### src/rtl/ascii_cmd_decoder_pkg.sv
// Shared definitions for the ASCII command decoder: character codes, FSM states and tag encodings.
package bip_uart_pkg;

  localparam logic [7:0] CR     = 8'd13;
  localparam logic [7:0] COLON  = 8'd58;
  localparam logic [7:0] CHAR_A = 8'd65;
  localparam logic [7:0] CHAR_C = 8'd67;
  localparam logic [7:0] CHAR_S = 8'd115;
  localparam logic [7:0] CHAR_0 = 8'd48;
  localparam logic [7:0] CHAR_9 = 8'd57;

  localparam logic TAG_ACC = 1'b0;
  localparam logic TAG_CNT = 1'b1;

  typedef enum logic [2:0] {
    ST_IDLE,
    ST_COLON,
    ST_DIGITS,
    ST_SCMD,
    ST_DISCARD
  } dec_state_t;

endpackage

### src/rtl/ascii_cmd_decoder_if.sv
// Receiver-byte input and decoded-result outputs of the ASCII command decoder.
interface ascii_cmd_decoder_if #(
  parameter int DBIT = 8,
  parameter int VW   = 16
);
  logic            rx_done_tick;
  logic [DBIT-1:0] rx_data;
  logic [VW-1:0]   value;
  logic            tag;
  logic            value_tick;
  logic            start_tick;
  logic            err_tick;
  logic            busy;

  modport master (
    output rx_done_tick, rx_data,
    input  value, tag, value_tick, start_tick, err_tick, busy
  );

  modport slave (
    input  rx_done_tick, rx_data,
    output value, tag, value_tick, start_tick, err_tick, busy
  );
endinterface

### src/rtl/ascii_cmd_decoder_dec_acc.sv
// Decimal accumulator: acc <= acc*10 + digit with overflow detect.
// CMD_SAT_EN: clamp to all-ones on overflow instead of holding the old value.
module dec_acc #(
  parameter int VW = 16
) (
  input  logic          clk,
  input  logic          reset,
  input  logic          clear,
  input  logic          load_digit,
  input  logic [3:0]    digit,
  output logic [VW-1:0] acc,
  output logic          ovf
);

  logic [VW+3:0] wide;

  // acc*10 as (acc<<3)+(acc<<1); four guard bits hold the worst case.
  always_comb begin
    wide = ({4'b0000, acc} << 3) + ({4'b0000, acc} << 1) + {{VW{1'b0}}, digit};
    ovf  = |wide[VW+3:VW];
  end

  always_ff @(posedge clk or posedge reset) begin
    if (reset) begin
      acc <= '0;
    end else if (clear) begin
      acc <= '0;
    end else if (load_digit) begin
`ifdef CMD_SAT_EN
      acc <= ovf ? '1 : wide[VW-1:0];
`else
      if (!ovf) acc <= wide[VW-1:0];
`endif
    end
  end

endmodule

### src/rtl/ascii_cmd_decoder.sv
// Line decoder for "A:<n>\r", "C:<n>\r" and "s\r" from a UART receiver.
// CMD_SAT_EN selects saturating operands instead of discarding on overflow.
module ascii_cmd_decoder
  import bip_uart_pkg::*;
#(
  parameter int DBIT = 8,
  parameter int VW   = 16
) (
  input  logic                clk,
  input  logic                reset,
  ascii_cmd_decoder_if.slave  bus
);

  dec_state_t      state, state_n;
  logic [2:0]      cnt, cnt_n;
  logic            tag_l, tag_l_n;
  logic [VW-1:0]   value_q, value_n;
  logic            tag_q, tag_n;
  logic            vt_q, vt_n, st_q, st_n, et_q, et_n;
  logic            clear, load_digit;
  logic [VW-1:0]   acc;
  logic            ovf;
  logic [DBIT-1:0] rx_byte;
  logic            is_digit;

  assign rx_byte  = bus.rx_data;
  assign is_digit = (rx_byte >= DBIT'(CHAR_0)) && (rx_byte <= DBIT'(CHAR_9));

  dec_acc #(.VW(VW)) u_acc (
    .clk        (clk),
    .reset      (reset),
    .clear      (clear),
    .load_digit (load_digit),
    .digit      (rx_byte[3:0]),
    .acc        (acc),
    .ovf        (ovf)
  );

  always_ff @(posedge clk or posedge reset) begin
    if (reset) begin
      state   <= ST_IDLE;
      cnt     <= '0;
      tag_l   <= TAG_ACC;
      value_q <= '0;
      tag_q   <= TAG_ACC;
      vt_q    <= 1'b0;
      st_q    <= 1'b0;
      et_q    <= 1'b0;
    end else begin
      state   <= state_n;
      cnt     <= cnt_n;
      tag_l   <= tag_l_n;
      value_q <= value_n;
      tag_q   <= tag_n;
      vt_q    <= vt_n;
      st_q    <= st_n;
      et_q    <= et_n;
    end
  end

  always_comb begin
    state_n    = state;
    cnt_n      = cnt;
    tag_l_n    = tag_l;
    value_n    = value_q;
    tag_n      = tag_q;
    vt_n       = 1'b0;
    st_n       = 1'b0;
    et_n       = 1'b0;
    clear      = 1'b0;
    load_digit = 1'b0;
    if (bus.rx_done_tick) begin
      case (state)
        ST_IDLE: begin
          if (rx_byte == DBIT'(CHAR_A) || rx_byte == DBIT'(CHAR_C)) begin
            tag_l_n = (rx_byte == DBIT'(CHAR_C)) ? TAG_CNT : TAG_ACC;
            state_n = ST_COLON;
          end else if (rx_byte == DBIT'(CHAR_S)) begin
            state_n = ST_SCMD;
          end else if (rx_byte != DBIT'(CR)) begin
            state_n = ST_DISCARD;
          end
        end
        ST_COLON: begin
          if (rx_byte == DBIT'(COLON)) begin
            clear   = 1'b1;
            cnt_n   = '0;
            state_n = ST_DIGITS;
          end else if (rx_byte == DBIT'(CR)) begin
            et_n    = 1'b1;
            state_n = ST_IDLE;
          end else begin
            state_n = ST_DISCARD;
          end
        end
        ST_DIGITS: begin
          if (is_digit) begin
            load_digit = 1'b1;
            cnt_n      = (cnt == 3'd7) ? cnt : cnt + 3'd1;
`ifndef CMD_SAT_EN
            if (ovf) state_n = ST_DISCARD;
`endif
          end else if (rx_byte == DBIT'(CR)) begin
            state_n = ST_IDLE;
            if (cnt != '0) begin
              value_n = acc;
              tag_n   = tag_l;
              vt_n    = 1'b1;
            end else begin
              et_n = 1'b1;
            end
          end else begin
            state_n = ST_DISCARD;
          end
        end
        ST_SCMD: begin
          if (rx_byte == DBIT'(CR)) begin
            st_n    = 1'b1;
            state_n = ST_IDLE;
          end else begin
            state_n = ST_DISCARD;
          end
        end
        ST_DISCARD: begin
          if (rx_byte == DBIT'(CR)) begin
            et_n    = 1'b1;
            state_n = ST_IDLE;
          end
        end
        default: state_n = ST_IDLE;
      endcase
    end
  end

  assign bus.value      = value_q;
  assign bus.tag        = tag_q;
  assign bus.value_tick = vt_q;
  assign bus.start_tick = st_q;
  assign bus.err_tick   = et_q;
  assign bus.busy       = (state != ST_IDLE);

endmodule

### src/flat_wrapper.sv
// flat-port wrapper written by rule: the top's interface ports become plain ports
module ascii_cmd_decoder_flat import bip_uart_pkg::*;
#(
  parameter int DBIT = 8,
  parameter int VW   = 16
)
  (clk, reset, bus_rx_done_tick, bus_rx_data, bus_value, bus_tag, bus_value_tick, bus_start_tick, bus_err_tick, bus_busy);
  ascii_cmd_decoder_if #(.DBIT(DBIT), .VW(VW)) bus_i ();
  input  logic clk;
  input  logic reset;
  input wire logic [$bits(bus_i.rx_done_tick)-1:0] bus_rx_done_tick;
  input wire logic [$bits(bus_i.rx_data)-1:0] bus_rx_data;
  output wire logic [$bits(bus_i.value)-1:0] bus_value;
  output wire logic [$bits(bus_i.tag)-1:0] bus_tag;
  output wire logic [$bits(bus_i.value_tick)-1:0] bus_value_tick;
  output wire logic [$bits(bus_i.start_tick)-1:0] bus_start_tick;
  output wire logic [$bits(bus_i.err_tick)-1:0] bus_err_tick;
  output wire logic [$bits(bus_i.busy)-1:0] bus_busy;
  assign bus_i.rx_done_tick = bus_rx_done_tick;
  assign bus_i.rx_data = bus_rx_data;
  assign bus_value = bus_i.value;
  assign bus_tag = bus_i.tag;
  assign bus_value_tick = bus_i.value_tick;
  assign bus_start_tick = bus_i.start_tick;
  assign bus_err_tick = bus_i.err_tick;
  assign bus_busy = bus_i.busy;
  ascii_cmd_decoder #(.DBIT(DBIT), .VW(VW)) u_core (.clk(clk), .reset(reset), .bus(bus_i));
endmodule
### config.mk
export PLATFORM = sky130hd
export DESIGN_NAME = ascii_cmd_decoder_flat
export DESIGN_NICKNAME = d
export VERILOG_FILES = /design/src/rtl/ascii_cmd_decoder_pkg.sv /design/src/rtl/ascii_cmd_decoder_if.sv /design/src/rtl/ascii_cmd_decoder_dec_acc.sv /design/src/rtl/ascii_cmd_decoder.sv /design/src/flat_wrapper.sv
export SDC_FILE = /design/constraint.sdc
export NUM_CORES = 1
export LEC_CHECK = 0
export ABC_AREA = 1
export CAP_MARGIN = 20
export CORE_ASPECT_RATIO = 0.7
export CORE_MARGIN = 1.5
export CORE_UTILIZATION = 43
export DETAILED_ROUTE_END_ITERATION = 8
export DONT_BUFFER_PORTS = 1
export PLACE_DENSITY = 0.62
export SYNTH_ARGS = -nofsm -noshare
export SYNTH_HDL_FRONTEND = slang
export SYNTH_SLANG_ARGS = --single-unit
### constraint.sdc
create_clock -name clk -period 3.1 [get_ports clk]
set_clock_uncertainty 0.1 [all_clocks]
set_input_delay 0.465 -clock clk [delete_from_list [all_inputs] [get_ports clk]]
set_output_delay 0.465 -clock clk [all_outputs]
set_load 0.01 [all_outputs]
==> out/results.tsv, run 1 <==
metric	value	unit
status	complete, no violations	
critical path endpoint category	register	
Arr. time, crit path	3060	ps
share of post-route cells with drive strength above 1	0.1425	
Post-Syn Instances	447	
Yosys reg bits	43	
die width	107.6	microns
DRC violation count after routing	0	
gpl congestion	0.9235	
Max Clk Rate	342.8	MHz
total grt overflow	0	
Die Ht	76.21	microns
Fin Setup TNS	0	ps
reg-to-reg critical path endpoint	u_core.u_acc.acc[13]	
worst skew pair latency	300	ps
DP HPWL	5887	microns
root buf cell	clkbuf_8	
Worst Path Max Fanout	7	
# IOs	32	
mapped cell area	3292	sq um
CP startpoint	u_core.u_acc.acc[2]	
Yosys top cell area share	0.3269	
final setup fails	0	
post-layout util	0.4820	
antenna-violating nets left	0	
Core Box Area	7352	sq um
synth warn	0	
Slew HR	0.4033	
Critical path destination	u_core.u_acc.acc[13]	
Syn Area/Cell	7.364	sq um
CP top delay family	simple AND/OR/NAND/NOR gates	
sequential area share after synthesis	0.3269	
WP buf/inv	2	
Detailed Routing Iterations Pass 1	4	
TritonCTS clock tree	yes	
Clk pin slew, worst setup/hold paths	80	ps
worst path required time	3240	ps
Main synth FF type	dfrtp_1	
clk sinks	43	
H-tree levels	2	
Total Wirelength	7689	microns
Startpoint Class	register	
die area	8198	sq um
WL per Instance	13.88	microns
Starting Density	0.4478	
post-DR vias/cell	4.966	
CP Cell Sequence	inv_1 -> fa_1 -> inv_1 -> fa_2 -> nand2_1 -> nand2_2 -> nand3_2 -> nand2_2 -> nand2_1 -> nand2_1 -> nand2_1 -> nand2_2 -> nor2_4 -> nand3_4 -> nor2_4 -> nand2_2 -> nand2_1	
final layout net count	502	
vias in the first global route	2706	
Power Density	316.0	nW/um^2
Pins Over Slew Limit	0	
post-layout min period	2917	ps
critical path class	register to register	
max_cap viols	0	
diode count	0	
asr flop ratio synth	1.000	
first-pass GRT wire length	13300	microns
Hold WC Path Type	primary input to asynchronous set/reset pin	
vias	2751	
Largest stage delay, worst path	480	ps
LEAKAGE	2.108	nW
RSZ-0062 raised after global routing	false	
Max clock buf depth	2	
PortBufs	0	
Fin. Hold Viols	0	
FF-to-FF setup slack	180	ps
largest net degree at the start of global routing	44	
r2r worst-path depth	17	
fin crit share	0.9411	
synth top area cells	dfrtp_1 33%, nand2_1 19%, ha_1 13%, inv_1 6.2%, nand2_2 4.4%	
worst slew pin tran	893.8	ps
Initial DRC Count	180	
WHS	126.4	ps
CTS Buf Count	5	
syn nets	494	
Total Routing Usage GR	0.2050	
initial antenna violation count	0	
slowest stage cell, crit path	fa_1	
RR Startpoint	u_core.u_acc.acc[2]	
most frequent cell on the critical path	nand2_1	
Rows	26	
cell depth of the worst setup path	17	
largest area contributor in the netlist	dfrtp_1	
count of unique library cells instantiated by Yosys	41	
Layout area overhead	7.640	%
EDFF count, synth	0	
Max VDD drop	0.0002166	V
==> state kept, by name (all words and copies together) (netlist names) <==
name and cells:
u_core.bus.value 16, u_core.u_acc.acc 16, u_core.cnt 3, u_core.state 3, u_core.bus.err_tick 1, u_core.bus.start_tick 1, u_core.bus.tag 1, u_core.bus.value_tick 1
u_core.tag_l 1
==> final cells by class <==
class	instances	area, sq um
Clock buffer	6	82.58
Clock inverter	2	35.03
Fill cell	745	3809
Inverter	59	221.5
Multi-Input combinational cell	341	1968
Sequential cell	43	1076
Tap cell	98	122.6
Timing Repair Buffer	5	37.54
==> kinds of logic after synthesis <==
logic type / count (synthesis) / synth area share
xor gates and xnor gates: 12 / 0.03193
muxes: 1 / 0.003421
adders and majority gates: 36 / 0.1414
AOI/OAI and AO/OA: 33 / 0.05626
and+or+nand+nor: 258 / 0.3596
buffers and inverters: 64 / 0.08058
DFF: 43 / 0.3269
==> per-layer routing <==
layer  global-route usage  up-vias  part of all wire
met2               0.2904       57              0.40
met5                    0        -                 0
li1                     -     1416                 -
met1               0.3225     1271              0.54
met3              0.04277        7             0.054
met4              0.03289        0            0.0060
==> metrics by stage <==
stage               std cells  setup slack, ps  power [W]  area, sq um
floorplan                 447            220.0  0.0006528         3292
finish                    554            182.5   0.001120         3543
detailed placement        542            29.95  0.0006698         3386
CTS                       550            114.1   0.001127         3503
global placement          542            95.77  0.0006705         3386
global route              554            35.44   0.001178         3543
==> worst min-delay path by stage <==
stage	cells past startpoint	slack, ps	to
2_1_floorplan	2	340	u_core.bus.tag
3_3_place_gp	2	350	u_core.bus.tag
3_5_place_dp	2	360	u_core.bus.tag
4_1_cts	1	160	u_core.bus.value_tick
5_1_grt	1	190	u_core.bus.value[12]
6_report	1	130	u_core.bus.value_tick
==> cell usage after synthesis (2+ instances only) <==
cell	count
a21oi_1	12
a21oi_2	2
a31oi_1	3
clkbuf_1	2
dfrtp_1	43
fa_1	2
ha_1	34
inv_1	54
inv_2	5
nand2_1	166
nand2_2	23
nand2_4	2
nand3_1	17
nand3_2	4
nand4_1	2
nor2_1	24
nor2_2	4
nor3_1	4
nor3_2	2
o21ai_0	10
o21ai_1	2
xnor2_1	5
xor2_1	7
==> power by group <==
| part | switching [W] | internal, W | leakage, nW |
|---|---|---|---|
| clock network | 0.000199 | 0.000261 | 0.0612 |
| registers | 0.00000605 | 0.000568 | 0.589 |
| logic | 0.0000628 | 0.0000232 | 1.46 |
==> placed cells by master (no fill, tap or decap), types with 2 or more instances in the layout <==
| master | n |
|---|---|
| nand3_2 | 4 |
| nor2_2 | 4 |
| nand3_1 | 17 |
| a21oi_2 | 3 |
| xnor2_1 | 5 |
| a31oi_1 | 3 |
| xor2_1 | 7 |
| clkbuf_8 | 6 |
| o21ai_0 | 10 |
| nand2_1 | 166 |
| inv_2 | 6 |
| nand2_4 | 2 |
| nor3_1 | 4 |
| dfrtp_1 | 43 |
| inv_1 | 53 |
| nor3_2 | 2 |
| nor2_4 | 2 |
| o21ai_1 | 2 |
| nand2_2 | 23 |
| a21oi_1 | 11 |
| buf_4 | 5 |
| nor2_1 | 24 |
| ha_1 | 34 |
| nand4_1 | 2 |
==> what timing repair did <==
action	CTS	global route
hold buffers	0	0
buffers inserted	0	3
gates resized for setup	0	2
endpoints found under the setup margin	0	15
endpoints found under the hold margin	0	0
Note: power is estimated with default switching activity, not from simulation.
==> run 2: changes to the inputs <==
PLACE_DENSITY = 0.66   (was 0.62)
==> run 2 against run 1 <==
- wire length is 0.18% higher
- via count is 1.2% higher
- sequential power hardly changed
- cell count is 0.36% lower
==> out/results.tsv, run 2 (synthesis results as in run 1) <==
metric	value	unit	change
status	complete, no violations		
Sw Ratio	0.2417		+0.002663
final design area excluding fillers	3533	sq um	-0.28%
fin crit share	0.9360		-0.005103
LEAKAGE	2.100	nW	-0.39%
Max VDD drop	0.0001937	V	-11%
Total Wirelength	7703	microns	+0.18%
die area	8198	sq um	unchanged
Fin. Hold Viols	0		unchanged
Worst Path Max Fanout	7		unchanged
DP HPWL	5924	microns	+0.64%
Max clock buf depth	2		unchanged
final layout net count	500		-0.40%
largest net degree at the start of global routing	44		unchanged
final setup fails	0		unchanged
Switch Pwr	0.0002716	W	+1.5%
Initial DRC Count	176		-2.2%
Placed Area	3386	sq um	unchanged
vias	2785		+1.2%
post-DR vias/cell	5.045		+1.6%
Fin Setup TNS	0	ps	unchanged
Hold WC Path Type	primary input to asynchronous set/reset pin		
CP Cell Sequence	inv_1 -> fa_1 -> inv_1 -> fa_2 -> nand2_1 -> nand2_2 -> nand3_2 -> nand2_2 -> nand2_1 -> nand2_1 -> nand2_1 -> nand2_2 -> nor2_4 -> nand3_4 -> nor2_4 -> nand2_2 -> nand2_1		
slack of the critical path	198.3	ps	+15.82 ps
CP top delay family	simple AND/OR/NAND/NOR gates		
total grt overflow	0		unchanged
worst path required time	3240	ps	about the same
Die Ht	76.21	microns	unchanged
root buf cell	clkbuf_8		
Power Internal	0.0008520	W	about the same
share of post-route cells with drive strength above 1	0.1366		-0.005980
DRC violation count after routing	0		unchanged
Rows	26		unchanged
WP buf/inv	2		unchanged
commonest non-fill, non-tap cell in the layout	nand2_1		
Slew HR	0.4094		+0.006093
post-layout min period	2902	ps	-15.82 ps
CP startpoint	u_core.u_acc.acc[2]		
Clk pin slew, worst setup/hold paths	90	ps	about the same
Total Routing Usage GR	0.1999		-0.005157
Arr. time, crit path	3040	ps	-20 ps
clk sinks	43		unchanged
Logic pwr share	0.077		about the same
Core Box Area	7352	sq um	unchanged
Largest stage delay, worst path	480	ps	about the same
vias in the first global route	2704		-0.074%
gpl congestion	0.9095		-1.5%
critical path class	register to register		
# fillers	730		-2.0%
WHS	116.3	ps	-10.06 ps
PortBufs	0		unchanged
Power Density	318.0	nW/um^2	+0.63%
Layout area overhead	7.336	%	
Startpoint Class	register		
Clk pwr share	0.412		+0.002
r2r worst-path depth	17		unchanged
share of power burned in registers	0.511		-0.002
die width	107.6	microns	unchanged
max_cap viols	0		unchanged
Max Clk Rate	344.6	MHz	+0.55%
first-pass GRT wire length	12930	microns	-2.8%
Starting Density	0.4478		unchanged
Pins Over Slew Limit	0		unchanged
WL per Instance	13.95	microns	+0.55%
worst skew pair latency	300	ps	about the same
CTS Buf Count	5		unchanged
slowest stage cell, crit path	fa_1		
antenna-violating nets left	0		unchanged
# IOs	32		unchanged
diode count	0		unchanged
worst slew pin tran	884.7	ps	-9.125 ps
cell depth of the worst setup path	17		unchanged
most frequent cell on the critical path	nand2_1		
Place WS	51.45	ps	+21.50 ps
critical path endpoint category	register		
initial antenna violation count	0		unchanged
CTS hold repair buffers	0		unchanged
RR Startpoint	u_core.u_acc.acc[2]		
RSZ-0062 raised after global routing	false		
Detailed Routing Iterations Pass 1	5		+1
TritonCTS clock tree	yes		
H-tree levels	2		unchanged
commonest non-fill, non-tap cells in the layout	166 x nand2_1, 53 x inv_1, 43 x dfrtp_1		
[run 2: cell types whose count changed in the layout (fill, tap and decap cells not counted)]
cell	delta
nand2_8	+1
a21oi_1	+1
a21oi_2	-1
nand2_4	-1
buf_4	-2
[run 2: final cells by class]
class                           instances  area, sq um  area share
Clock buffer                            6        82.58     0.02337
Clock inverter                          2        35.03    0.009915
Inverter                               59        221.5     0.06268
Multi-Input combinational cell        341         1973      0.5584
Sequential cell                        43         1076      0.3045
Tap cell                               98        122.6     0.03470
Timing Repair Buffer                    3        22.52    0.006374
[run 2: what timing repair did]
item	CTS	global route
setup endpoints to repair	0	16
gates resized for setup	0	2
buffers inserted	0	1
[run 2: power groups by stage]
stage | combinational (W) | sequential [W] | clock [W]
6_report | 0.0000868 | 0.000574 | 0.000463
2_1_floorplan | 0.0000690 | 0.000584 | 0
4_1_cts | 0.0000866 | 0.000574 | 0.000467
3_5_place_dp | 0.0000856 | 0.000585 | 0
3_3_place_gp | 0.0000848 | 0.000585 | 0
5_1_grt | 0.000103 | 0.000575 | 0.000493
[run 2: worst register-to-register path: stages, from the launching register on]
cell and delay (ps):
dfrtp_1 400, inv_1 90, fa_1 480, inv_1 70
fa_2 400, nand2_1 90, nand2_2 80, nand3_2 80
nand2_2 70, nand2_1 80, nand2_1 50, nand2_1 80
nand2_2 70, nor2_4 120, nand3_4 130, nor2_4 270
nand2_2 80, nand2_1 80
[run 2: routing by layer]
layer / track usage / vias up / wire, microns
met5: 0 / - / 0
met4: 0.05526 / 0 / 125
met3: 0.04106 / 14 / 542
met2: 0.2809 / 82 / 3122
met1: 0.3068 / 1272 / 3912
li1: - / 1417 / -
[run 2: final timing paths]
kind | end | slack [ps]
max | u_core.u_acc.acc[5] | 200
min in group clk | u_core.u_acc.acc[0] | 180
max in group asynchronous | u_core.bus.value[4] | 2220
min reg2reg | u_core.bus.tag | 390
min | u_core.bus.value[11] | 120
max reg2reg | u_core.u_acc.acc[5] | 200
[run 2: through the flow]
step                       power, W    util  std cells
after floorplan           0.0006528       -        447
final                      0.001124  0.4806        552
after CTS                  0.001128  0.4765        550
after global routing       0.001172  0.4806        552
after detailed placement  0.0006705  0.4605        542
after global placement    0.0006700  0.4605        542
==> run 3: changes to the inputs <==
CORE_UTILIZATION = 35   (was 43)
PLACE_DENSITY = 0.59   (was 0.66)
clock period = 2.5 ns   (was 3.1 ns; I/O delays follow)
==> run 3 against run 2 <==
- the flow now finishes with violations (setup timing)
- largest power group unchanged
- clock power grew 39%
- die area increased by 22%
- global-route usage fell by 2.5 points
- first-iteration DRC count is 7.4% higher
- hold slack worse by 56 ps
- cell count up 15%
- setup slack worse by 390 ps
- sequential share of layout area is 4.6 points lower
- non-clock buffer count up 55
==> out/results.tsv, run 3 (synthesis results as in run 1) <==
metric	value	unit	change
root buf cell	clkbuf_16		
LEAKAGE	2.415	nW	+15%
final layout net count	555		+11%
final setup fails	19		+19
Layout area overhead	26.57	%	
RR Startpoint	u_core.u_acc.acc[0]		
Startpoint Class	register		
Detailed Routing Iterations Pass 1	4		-1
GR Util met1	0.2428		-0.06404
Total Routing Usage GR	0.1753		-0.02459
WHS	60.55	ps	-55.78 ps
die width	118.9	microns	+11%
critical path endpoint category	register		
Arr. time, crit path	2770	ps	-270 ps
CTS hold repair buffers	0		unchanged
GRT busiest layer	met2		
Pins Over Slew Limit	0		unchanged
GR Util met2	0.2759		-0.004993
Rows	29		+12%
total grt overflow	0		unchanged
clk sinks	43		unchanged
final design area excluding fillers	4167	sq um	+18%
TritonCTS clock tree	yes		
post-layout util	0.4575		-0.02312
Hold WC Path Type	primary input to asynchronous set/reset pin		
share of post-route cells with drive strength above 1	0.3006		+0.1640
CP Cell Sequence	inv_2 -> fa_1 -> inv_2 -> fa_2 -> nand2_2 -> nand2_4 -> nand3_2 -> nand2_2 -> nand2_2 -> nand3_2 -> nand2_2 -> inv_2 -> nor2_4 -> nand2_2 -> nand2_4 -> nand2_8 -> nand2_1 -> nand2_1		
gpl congestion	0.8758		-3.7%
PortBufs	0		unchanged
worst path required time	2580	ps	-660 ps
H-tree levels	2		unchanged
placed cell count	615		+13%
Placed Area	3781	sq um	+12%
antenna-violating nets left	0		unchanged
commonest non-fill, non-tap cells in the layout	145 x nand2_1, 53 x buf_4, 49 x inv_1		
WL per Instance	12.93	microns	-7.3%
Die Ht	84.14	microns	+10%
first-pass GRT wire length	13970	microns	+8.1%
critical path class	register to register		
post-DR vias/cell	4.706		-6.7%
# fillers	928		+27%
most frequent cell on the critical path	nand2_2		
Max Clk Rate	372.1	MHz	+8.0%
CTS Buf Count	5		unchanged
max_cap viols	0		unchanged
vias	2979		+7.0%
Worst Path Max Fanout	8		+1
Core Box Area	9107	sq um	+24%
DP HPWL	6364	microns	+7.4%
Total Wirelength	8186	microns	+6.3%
RSZ-0062 raised after global routing	true		
largest net degree at the start of global routing	44		unchanged
failing checks	setup timing		
worst skew pair latency	290	ps	about the same
Max VDD drop	0.0002846	V	+47%
die area	10010	sq um	+22%
reg-to-reg critical path endpoint	u_core.u_acc.acc[13]		
Power Density	355.8	nW/um^2	+12%
fin crit share	1.075		+0.1389
DRC violation count after routing	0		unchanged
slack of the critical path	-187.4	ps	-385.7 ps
Clk pin slew, worst setup/hold paths	60	ps	-30 ps
commonest non-fill, non-tap cell in the layout	nand2_1		
Initial DRC Count	189		+7.4%
diode count	0		unchanged
area of the multi-input gates	2101	sq um	+6.5%
# IOs	32		unchanged
GR Util met3	0.04755		+0.006494
Starting Density	0.3615		-0.08630
r2r worst-path depth	18		+1
initial antenna violation count	0		unchanged
register area	1079	sq um	+0.23%
slowest stage cell, crit path	fa_1		
Finished Layout Cells	633		+15%
Fin. Hold Viols	0		unchanged
post-layout min period	2687	ps	-214.3 ps
Slew HR	0.4011		-0.008294
FF-to-FF setup slack	-190	ps	-390 ps
vias in the first global route	2954		+9.2%
Largest stage delay, worst path	520	ps	+40 ps
status	finished with violations		
worst slew pin tran	897.1	ps	+12.42 ps
Max clock buf depth	2		unchanged
Fin Setup TNS	-3092	ps	-3092 ps
run 3: how the worst max path moves through the flow:
| stage | cells after the start | to | startpoint |
|---|---|---|---|
| 2_1_floorplan | 18 | u_core.u_acc.acc[13] | u_core.u_acc.acc[2] |
| 3_3_place_gp | 17 | u_core.u_acc.acc[11] | u_core.u_acc.acc[2] |
| 3_5_place_dp | 17 | u_core.u_acc.acc[12] | u_core.u_acc.acc[2] |
| 4_1_cts | 18 | u_core.u_acc.acc[4] | u_core.u_acc.acc[0] |
| 5_1_grt | 18 | u_core.u_acc.acc[10] | u_core.u_acc.acc[0] |
| 6_report | 18 | u_core.u_acc.acc[13] | u_core.u_acc.acc[0] |
run 3: stage by stage:
step           worst slack, ps  power [W]
4_1_cts                 -189.1   0.001489
6_report                -187.4   0.001483
2_1_floorplan           -122.2  0.0008097
5_1_grt                 -352.4   0.001545
3_3_place_gp            -222.8  0.0008327
3_5_place_dp            -298.4  0.0008357
run 3: worst max-delay path, delay by kind of cell, from the launching register on:
| kind | cells | cell delay (ps) |
|---|---|---|
| buf+inv | 3 | 160 |
| flops | 1 | 360 |
| fa+ha+maj | 2 | 870 |
| simple gates | 13 | 1080 |
run 3: layout make-up:
cell class	instances	area share
Timing Repair Buffer	58	0.1117
Clock inverter	3	0.004805
Inverter	59	0.05315
Clock buffer	5	0.03003
Sequential cell	43	0.2589
Tap cell	124	0.03724
Multi-Input combinational cell	341	0.5042
run 3: metal layers:
metal  routed length, microns  share of wire
met1                     4059           0.50
met2                     3506           0.43
met3                      501          0.061
met4                      119          0.015
met5                        0              0
run 3: report_power, final:
part | internal [W] | switching, W
logic | 0.0000360 | 0.0000880
clock network | 0.000368 | 0.000276
registers | 0.000705 | 0.00000975
total | 0.00111 | 0.000373
run 3: what timing repair did:
item,4_1_cts,5_1_grt
endpoints found under the setup margin,19,19
gates resized for setup,27,11
pin swaps,12,9
buffers inserted,8,0
cloned,1,0
